**config.mk**
```make
export PLATFORM = sky130hd
export DESIGN_NAME = scalar_mult_ctrl
export DESIGN_NICKNAME = d
export VERILOG_FILES = /design/src/rtl/scalar_mult_ctrl_pkg.sv /design/src/rtl/scalar_mult_ctrl_point_operation.sv /design/src/rtl/scalar_mult_ctrl.sv
export SDC_FILE = /design/constraint.sdc
export NUM_CORES = 2
export LEC_CHECK = 0
export BUFFER_PORTS_ARGS = -buffer_cell sky130_fd_sc_hd__clkbuf_2
export CAP_MARGIN = 20
export CORE_ASPECT_RATIO = 0.6
export CORE_MARGIN = 1.5
export CORE_UTILIZATION = 60
export CTS_CLUSTER_SIZE = 25
export DETAILED_ROUTE_END_ITERATION = 7
export PLACE_DENSITY = 0.76
export SKIP_CTS_REPAIR_TIMING = 1
export SLEW_MARGIN = 15
export SYNTH_ARGS = -nofsm -noshare
export SYNTH_HDL_FRONTEND = slang
export SYNTH_SLANG_ARGS = --single-unit
export TNS_END_PERCENT = 5
```
**constraint.sdc**
```tcl
create_clock -name clk -period 159.7 [get_ports clk]
set_input_delay 47.91 -clock clk [delete_from_list [all_inputs] [get_ports clk]]
set_output_delay 47.91 -clock clk [all_outputs]
set_load 0.03 [all_outputs]
```
**src/rtl/scalar_mult_ctrl_pkg.sv**
```systemverilog
// Shared widths, FSM encodings and modular helpers for the scalar-multiply slice.
// MAX_BITS is the operand width; the 8-bit default covers the small test curves.
package scalar_mult_ctrl_pkg;

   localparam int MAX_BITS = 8;
   localparam int IDX_W    = 8;

   typedef enum logic [2:0] {
      S_IDLE,
      S_SCAN,
      S_DBL_GO,
      S_DBL_WAIT,
      S_ADD_GO,
      S_ADD_WAIT,
      S_DONE
   } ctrl_state_t;

   typedef enum logic [1:0] {
      P_IDLE,
      P_INV,
      P_RES
   } pop_state_t;

   // All helpers assume both operands are already reduced below p.
   function automatic logic [MAX_BITS-1:0] mod_add(input logic [MAX_BITS-1:0] a,
                                                   input logic [MAX_BITS-1:0] b,
                                                   input logic [MAX_BITS-1:0] p);
      logic [MAX_BITS:0] s;
      s = {1'b0, a} + {1'b0, b};
      if (s >= {1'b0, p}) s = s - {1'b0, p};
      return MAX_BITS'(s);
   endfunction

   function automatic logic [MAX_BITS-1:0] mod_sub(input logic [MAX_BITS-1:0] a,
                                                   input logic [MAX_BITS-1:0] b,
                                                   input logic [MAX_BITS-1:0] p);
      logic [MAX_BITS:0] d;
      if (a >= b) d = {1'b0, a} - {1'b0, b};
      else        d = {1'b0, a} + {1'b0, p} - {1'b0, b};
      return MAX_BITS'(d);
   endfunction

   function automatic logic [MAX_BITS-1:0] mod_mul(input logic [MAX_BITS-1:0] a,
                                                   input logic [MAX_BITS-1:0] b,
                                                   input logic [MAX_BITS-1:0] p);
      logic [2*MAX_BITS-1:0] prod;
      logic [2*MAX_BITS-1:0] m;
      prod = {{MAX_BITS{1'b0}}, a} * {{MAX_BITS{1'b0}}, b};
      if (p == '0) m = '0;
      else         m = prod % {{MAX_BITS{1'b0}}, p};
      return MAX_BITS'(m);
   endfunction

endpackage

```
**src/rtl/scalar_mult_ctrl_point_operation.sv**
```systemverilog
// Affine point add / double mod p. Lambda's denominator is inverted by a
// one-candidate-per-cycle search, so latency varies with the operands.
module point_operation
   import scalar_mult_ctrl_pkg::*;
(
   input  logic                clk,
   input  logic                rst,
   input  logic                i_add_start,
   input  logic                i_double_start,
   input  logic [MAX_BITS-1:0] i_a,
   input  logic [MAX_BITS-1:0] i_p,
   input  logic [MAX_BITS-1:0] i_x1,
   input  logic [MAX_BITS-1:0] i_y1,
   input  logic [MAX_BITS-1:0] i_x2,
   input  logic [MAX_BITS-1:0] i_y2,
   output logic                o_finish,
   output logic [MAX_BITS-1:0] o_result_x,
   output logic [MAX_BITS-1:0] o_result_y
);

   pop_state_t          r_state, w_state_next;
   logic [MAX_BITS-1:0] r_p, r_x1, r_y1, r_x2, r_num, r_den, r_t, r_lam, r_rx, r_ry;
   logic                r_finish;
   logic                w_start, w_hit, w_giveup;
   logic [MAX_BITS-1:0] w_sq, w_num, w_den, w_x3, w_y3;

   assign w_start  = i_add_start | i_double_start;
   assign w_sq     = mod_mul(i_x1, i_x1, i_p);
   assign w_num    = i_double_start ? mod_add(mod_add(w_sq, w_sq, i_p), mod_add(w_sq, i_a, i_p), i_p)
                                    : mod_sub(i_y2, i_y1, i_p);
   assign w_den    = i_double_start ? mod_add(i_y1, i_y1, i_p) : mod_sub(i_x2, i_x1, i_p);
   assign w_hit    = (mod_mul(r_den, r_t, r_p) == MAX_BITS'(1));
   // A zero denominator never hits; give up at p-1 so the unit always finishes.
   assign w_giveup = (r_t >= r_p - MAX_BITS'(1));
   assign w_x3     = mod_sub(mod_sub(mod_mul(r_lam, r_lam, r_p), r_x1, r_p), r_x2, r_p);
   assign w_y3     = mod_sub(mod_mul(r_lam, mod_sub(r_x1, w_x3, r_p), r_p), r_y1, r_p);

   always_ff @(posedge clk or negedge rst) begin
      if (!rst) r_state <= P_IDLE;
      else      r_state <= w_state_next;
   end

   always_comb begin
      w_state_next = r_state;
      case (r_state)
         P_IDLE:  if (w_start) w_state_next = P_INV;
         P_INV:   if (w_hit || w_giveup) w_state_next = P_RES;
         P_RES:   w_state_next = P_IDLE;
         default: w_state_next = P_IDLE;
      endcase
   end

   always_ff @(posedge clk or negedge rst) begin
      if (!rst) begin
         r_p      <= '0;
         r_x1     <= '0;
         r_y1     <= '0;
         r_x2     <= '0;
         r_num    <= '0;
         r_den    <= '0;
         r_t      <= '0;
         r_lam    <= '0;
         r_rx     <= '0;
         r_ry     <= '0;
         r_finish <= 1'b0;
      end else begin
         r_finish <= 1'b0;
         case (r_state)
            P_IDLE: if (w_start) begin
               r_p   <= i_p;
               r_x1  <= i_x1;
               r_y1  <= i_y1;
               r_x2  <= i_double_start ? i_x1 : i_x2;
               r_num <= w_num;
               r_den <= w_den;
               r_t   <= MAX_BITS'(1);
            end
            P_INV: begin
               if (w_hit)         r_lam <= mod_mul(r_num, r_t, r_p);
               else if (w_giveup) r_lam <= '0;
               else               r_t   <= r_t + MAX_BITS'(1);
            end
            P_RES: begin
               r_rx     <= w_x3;
               r_ry     <= w_y3;
               r_finish <= 1'b1;
            end
            default: ;
         endcase
      end
   end

   assign o_finish   = r_finish;
   assign o_result_x = r_rx;
   assign o_result_y = r_ry;

endmodule

```
**src/rtl/scalar_mult_ctrl.sv**
```systemverilog
// Left-to-right double-and-add controller around point_operation; the point at
// infinity is tracked here because point_operation cannot represent it.
module scalar_mult_ctrl
   import scalar_mult_ctrl_pkg::*;
#(
   parameter int IDX_W = scalar_mult_ctrl_pkg::IDX_W
)(
   input  logic                clk,
   input  logic                rst,
   input  logic                i_start,
   input  logic [MAX_BITS-1:0] i_k,
   input  logic [MAX_BITS-1:0] i_a,
   input  logic [MAX_BITS-1:0] i_p,
   input  logic [MAX_BITS-1:0] i_px,
   input  logic [MAX_BITS-1:0] i_py,
   output logic                o_busy,
   output logic                o_finish,
   output logic [MAX_BITS-1:0] o_x,
   output logic [MAX_BITS-1:0] o_y,
   output logic                o_inf
);

   ctrl_state_t         r_state, w_state_next;
   logic [MAX_BITS-1:0] r_k, r_a, r_p, r_px, r_py, r_rx, r_ry, r_x, r_y;
   logic [IDX_W-1:0]    r_idx;
   logic                r_inf, r_o_inf;
   logic                w_kbit, w_idx_zero, w_add_phase;
   logic                w_load, w_dec, w_set_p, w_cap, w_done;
   logic                w_add_start, w_dbl_start, w_po_finish;
   logic [MAX_BITS-1:0] w_x2, w_y2, w_res_x, w_res_y;

   assign w_kbit      = |(r_k & (MAX_BITS'(1) << r_idx));
   assign w_idx_zero  = (r_idx == '0);
   assign w_add_phase = (r_state == S_ADD_GO) || (r_state == S_ADD_WAIT);
   assign w_dbl_start = (r_state == S_DBL_GO);
   assign w_add_start = (r_state == S_ADD_GO);
   // Operands come only from latched registers and stay put through the WAIT states.
   assign w_x2        = w_add_phase ? r_px : r_rx;
   assign w_y2        = w_add_phase ? r_py : r_ry;

   always_ff @(posedge clk or negedge rst) begin
      if (!rst) r_state <= S_IDLE;
      else      r_state <= w_state_next;
   end

   always_comb begin
      w_state_next = r_state;
      w_load       = 1'b0;
      w_dec        = 1'b0;
      w_set_p      = 1'b0;
      w_cap        = 1'b0;
      w_done       = 1'b0;
      case (r_state)
         S_IDLE: if (i_start) begin
            w_load       = 1'b1;
            w_state_next = S_SCAN;
         end
         S_SCAN: begin
            w_set_p = w_kbit;
            if (w_idx_zero) begin
               w_done       = 1'b1;
               w_state_next = S_DONE;
            end else begin
               w_dec = 1'b1;
               if (w_kbit) w_state_next = S_DBL_GO;
            end
         end
         S_DBL_GO: w_state_next = S_DBL_WAIT;
         S_DBL_WAIT: if (w_po_finish) begin
            w_cap = 1'b1;
            if (w_kbit) begin
               w_state_next = S_ADD_GO;
            end else if (w_idx_zero) begin
               w_done       = 1'b1;
               w_state_next = S_DONE;
            end else begin
               w_dec        = 1'b1;
               w_state_next = S_DBL_GO;
            end
         end
         S_ADD_GO: w_state_next = S_ADD_WAIT;
         S_ADD_WAIT: if (w_po_finish) begin
            w_cap = 1'b1;
            if (w_idx_zero) begin
               w_done       = 1'b1;
               w_state_next = S_DONE;
            end else begin
               w_dec        = 1'b1;
               w_state_next = S_DBL_GO;
            end
         end
         S_DONE:  w_state_next = S_IDLE;
         default: w_state_next = S_IDLE;
      endcase
   end

   always_ff @(posedge clk or negedge rst) begin
      if (!rst) begin
         r_k     <= '0;
         r_a     <= '0;
         r_p     <= '0;
         r_px    <= '0;
         r_py    <= '0;
         r_rx    <= '0;
         r_ry    <= '0;
         r_idx   <= '0;
         r_inf   <= 1'b0;
         r_x     <= '0;
         r_y     <= '0;
         r_o_inf <= 1'b0;
      end else begin
         if (w_load) begin
            r_k   <= i_k;
            r_a   <= i_a;
            r_p   <= i_p;
            r_px  <= i_px;
            r_py  <= i_py;
            r_idx <= IDX_W'(MAX_BITS - 1);
            r_inf <= 1'b1;
         end
         if (w_dec) r_idx <= r_idx - IDX_W'(1);
         if (w_set_p) begin
            r_rx  <= r_px;
            r_ry  <= r_py;
            r_inf <= 1'b0;
         end
         if (w_cap) begin
            r_rx <= w_res_x;
            r_ry <= w_res_y;
         end
         // Result registers load on the way into DONE so they are valid with o_finish.
         if (w_done) begin
            if (w_cap) begin
               r_x     <= w_res_x;
               r_y     <= w_res_y;
               r_o_inf <= 1'b0;
            end else if (w_set_p) begin
               r_x     <= r_px;
               r_y     <= r_py;
               r_o_inf <= 1'b0;
            end else begin
               r_x     <= '0;
               r_y     <= '0;
               r_o_inf <= r_inf;
            end
         end
      end
   end

   point_operation u_point_operation (
      .clk            (clk),
      .rst            (rst),
      .i_add_start    (w_add_start),
      .i_double_start (w_dbl_start),
      .i_a            (r_a),
      .i_p            (r_p),
      .i_x1           (r_rx),
      .i_y1           (r_ry),
      .i_x2           (w_x2),
      .i_y2           (w_y2),
      .o_finish       (w_po_finish),
      .o_result_x     (w_res_x),
      .o_result_y     (w_res_y)
   );

   assign o_busy   = (r_state != S_IDLE) && (r_state != S_DONE);
   assign o_finish = (r_state == S_DONE);
   assign o_x      = r_x;
   assign o_y      = r_y;
   assign o_inf    = r_o_inf;

endmodule

```
==> flow_summary.toml <==
[status]
status = "finished clean"

[hold_path]
holdPathEnd = "o_x[6]"
min_path_type = "flip-flop to flip-flop"
worstHoldStart = "o_x[6]"
min_path_cells = 2

[power_and_ir_drop]
power_per_cell_area_mw_per_mm2 = 4.36
p_leak_nw = 26.2
vdd_ir_drop_max_v = 0.0000240

[timing]
tightest_slew_ns = 1.21
setup_viol = 0
relSlewSlack_pct = 17.2
finalSetupTns_ns = 0
rsz0062_at_grt = "false"
finalCriticalPeriod_ns = 87.16
max_freq_ghz = 0.0115
drv_slew = 0
skew_ns = 0.0166
hold_viol = 0
finalCritPeriodShare_pct = 54.6

[finish]
drive_above_1_share_pct = 7.28
multi_input_area_mm2 = 0.0455
fin_nets = 7849
register_area_mm2 = 0.00420
fin_util_pct = 63.5
final_cell_mix = "ha_1, nand2_1, nor2_1"
final_common_cell = "ha_1"
filler_cell_count = 7501
synthToLayoutAreaGrowth_pct = 4.38

[global_routing]
grt_max_degree = 89
antenna_found_initial = 5
grt_pass1_vias = 47100
grt_use_met2_pct = 49.7
use_met1_pct = 52.5
grt-ovfl-total = 0
grt_busiest_layer = "met1"
grt_use_total_pct = 34.3
grt_util_met3_pct = 6.71
grt_pass1_wl_um = 251000

[cts]
clk_pin_slew_ns = 0.07
cts_buffer_depth = 2
cts_tree = "yes"
cts_buffers = 17
clockRootBuffer = "clkbuf_16"
clkSinkCount = 168
htree_levels = 4
clock_latency_ns = 0.46

[floorplan]
die_y_um = 232
dieArea_mm2 = 0.0890
rows = 83
pin_count = 62
die-width_um = 384
initial_core_util_pct = 60.8
core_area_mm2 = 0.0860

[detailed_routing]
vias_per_cell = 6.40
detail_route.wl_per_cell_um = 19.7
wirelength_um = 156000
drt_iter0_drc = 4846
drc = 0
dr.pass1.iters = 6
antenna_left = 0
vias = 50700

[synthesis]
synth_cell_types = 126
syn_inst = 6774
synth-main-ff-cell = "dfrtp_1"
yosysWarnings = 0
synth-edff-count = 0
synth-seq-cells = 168
avgSynthCellArea_um2 = 7.72
synthArstFlopShare_pct = 100
syn_nets = 7864
synth_area_mm2 = 0.0523
seq_area_frac_synth_pct = 8.03

[flow_run]
drv_cap = 0

[critical_path]
path_class = "flip-flop to flip-flop"
rr_startpoint = "u_point_operation.r_lam[1]"
regToRegEndpoint = "u_point_operation.o_result_y[7]"
slowest_delay_ns = 0.90
critical-path-slowest-cell = "mux2i_1"
critPathCaptureType = "flip-flop"
crit_top_cell = "o21a_1"
critical_path_arrival_ns = 87.49
reg2reg_setup_slack_ns = 72.54
reg2reg_depth = 356
crit_required_ns = 160.03
cp_max_fo = 20
start_kind = "flip-flop"

[place]
port_buffers = 61
dp.final_hpwl_um = 125000
gp_congestion = 0.990
-- where the power goes --
part	switching [mW]	internal [mW]	leakage, nW
logic	0.0845	0.0642	23.7
clock network	0.0215	0.0241	0.305
registers	0.000862	0.0430	2.27
total	0.107	0.131	26.2
-- per-stage QoR --
| stage | instance area, um2 | total power [mW] | cells | hold WS [ns] | setup WS, ns |
|---|---|---|---|---|---|
| 3_5_place_dp | 54000 | 0.190 | 7886 | 0.474 | 74.36 |
| 5_1_grt | 54600 | 0.259 | 7919 | 0.509 | 65.29 |
| 4_1_cts | 54600 | 0.236 | 7918 | 0.491 | 73.97 |
| 6_report | 54600 | 0.238 | 7920 | 0.485 | 72.54 |
| 3_3_place_gp | 54000 | 0.186 | 7886 | 0.462 | 77.45 |
| 2_1_floorplan | 52300 | 0.165 | 6774 | 0.450 | 83.71 |
-- synth_stat cells, types with 107 or more instances --
cell | count | area share, %
inv_1 | 516 | 3.7
o21a_1 | 261 | 3.7
a21o_1 | 173 | 2.5
dfrtp_1 | 168 | 8.0
mux2i_1 | 132 | 2.5
nor2b_1 | 113 | 1.4
xnor2_1 | 246 | 4.1
o21ai_0 | 418 | 4.0
fa_1 | 215 | 8.2
mux2_2 | 177 | 3.8
xor2_1 | 127 | 2.1
nand2_1 | 604 | 4.3
clkbuf_1 | 136 | 0.98
nor2_1 | 542 | 3.9
nor3_1 | 263 | 2.5
and2_1 | 162 | 1.9
ha_1 | 832 | 20
nand2b_1 | 107 | 1.3
a21oi_1 | 423 | 4.0
-- worst max-delay path by stage --
stage,from,endpoint,cells after the start
after floorplan,u_point_operation.r_lam[6],u_point_operation.o_result_y[7],376
after detailed placement,u_point_operation.r_lam[6],u_point_operation.o_result_y[7],358
after global placement,u_point_operation.r_lam[1],u_point_operation.o_result_y[7],356
final,u_point_operation.r_lam[1],u_point_operation.o_result_y[7],356
after global routing,u_point_operation.r_lam[6],u_point_operation.o_result_y[7],362
after CTS,u_point_operation.r_lam[6],u_point_operation.o_result_y[7],358
-- state kept, by name, indices dropped and copies added (netlist names), 2 cells and up --
register / cells
o_x: 8
o_y: 8
r_a: 8
r_idx: 8
r_k: 8
r_p: 8
r_px: 8
r_py: 8
r_rx: 8
r_ry: 8
u_point_operation.o_result_x: 8
u_point_operation.o_result_y: 8
u_point_operation.r_den: 8
u_point_operation.r_lam: 8
u_point_operation.r_num: 8
u_point_operation.r_p: 8
u_point_operation.r_t: 8
u_point_operation.r_x1: 8
u_point_operation.r_x2: 8
u_point_operation.r_y1: 8
r_state: 3
u_point_operation.r_state: 2
-- metal layers --
| metal | vias up | share of wire, % |
|---|---|---|
| met5 | - | 0.012 |
| met4 | 2 | 1.6 |
| met3 | 198 | 10 |
| met2 | 2126 | 40 |
| met1 | 23900 | 48 |
| li1 | 24500 | - |
-- final cells by class --
class	instances	area share, %
inverters	528	3.64
well taps	1147	2.63
multi-input cells	5914	83.3
repair buffers	130	1.54
clock buffers	17	0.779
flip-flops and latches	168	7.70
clock inverters	15	0.385
diodes	1	0.00458
-- cells by family after synthesis --
| group | Yosys count | share of synthesized area, % |
|---|---|---|
| AO/OA/AOI/OAI | 1952 | 25.0 |
| flip-flops | 168 | 8.03 |
| XOR/XNOR | 374 | 6.27 |
| multiplexers | 322 | 6.72 |
| buffers and inverters | 692 | 5.04 |
| adder cells (fa/ha/maj) | 1050 | 28.2 |
| AND/OR/NAND/NOR | 2216 | 20.8 |
-- worst max-delay path: cells and delay by family (launching register included) --
kind                       cells  cell delay [ns]
AOI/OAI and AO/OA            194            45.13
xor gates and xnor gates       5             1.05
adders and majority gates     50            16.79
buffers and inverters         19             2.28
DFF                            1             0.88
muxes                         11             4.17
and+or+nand+nor               77            16.64
No activity file was read; power rests on OpenSTA's default activity.
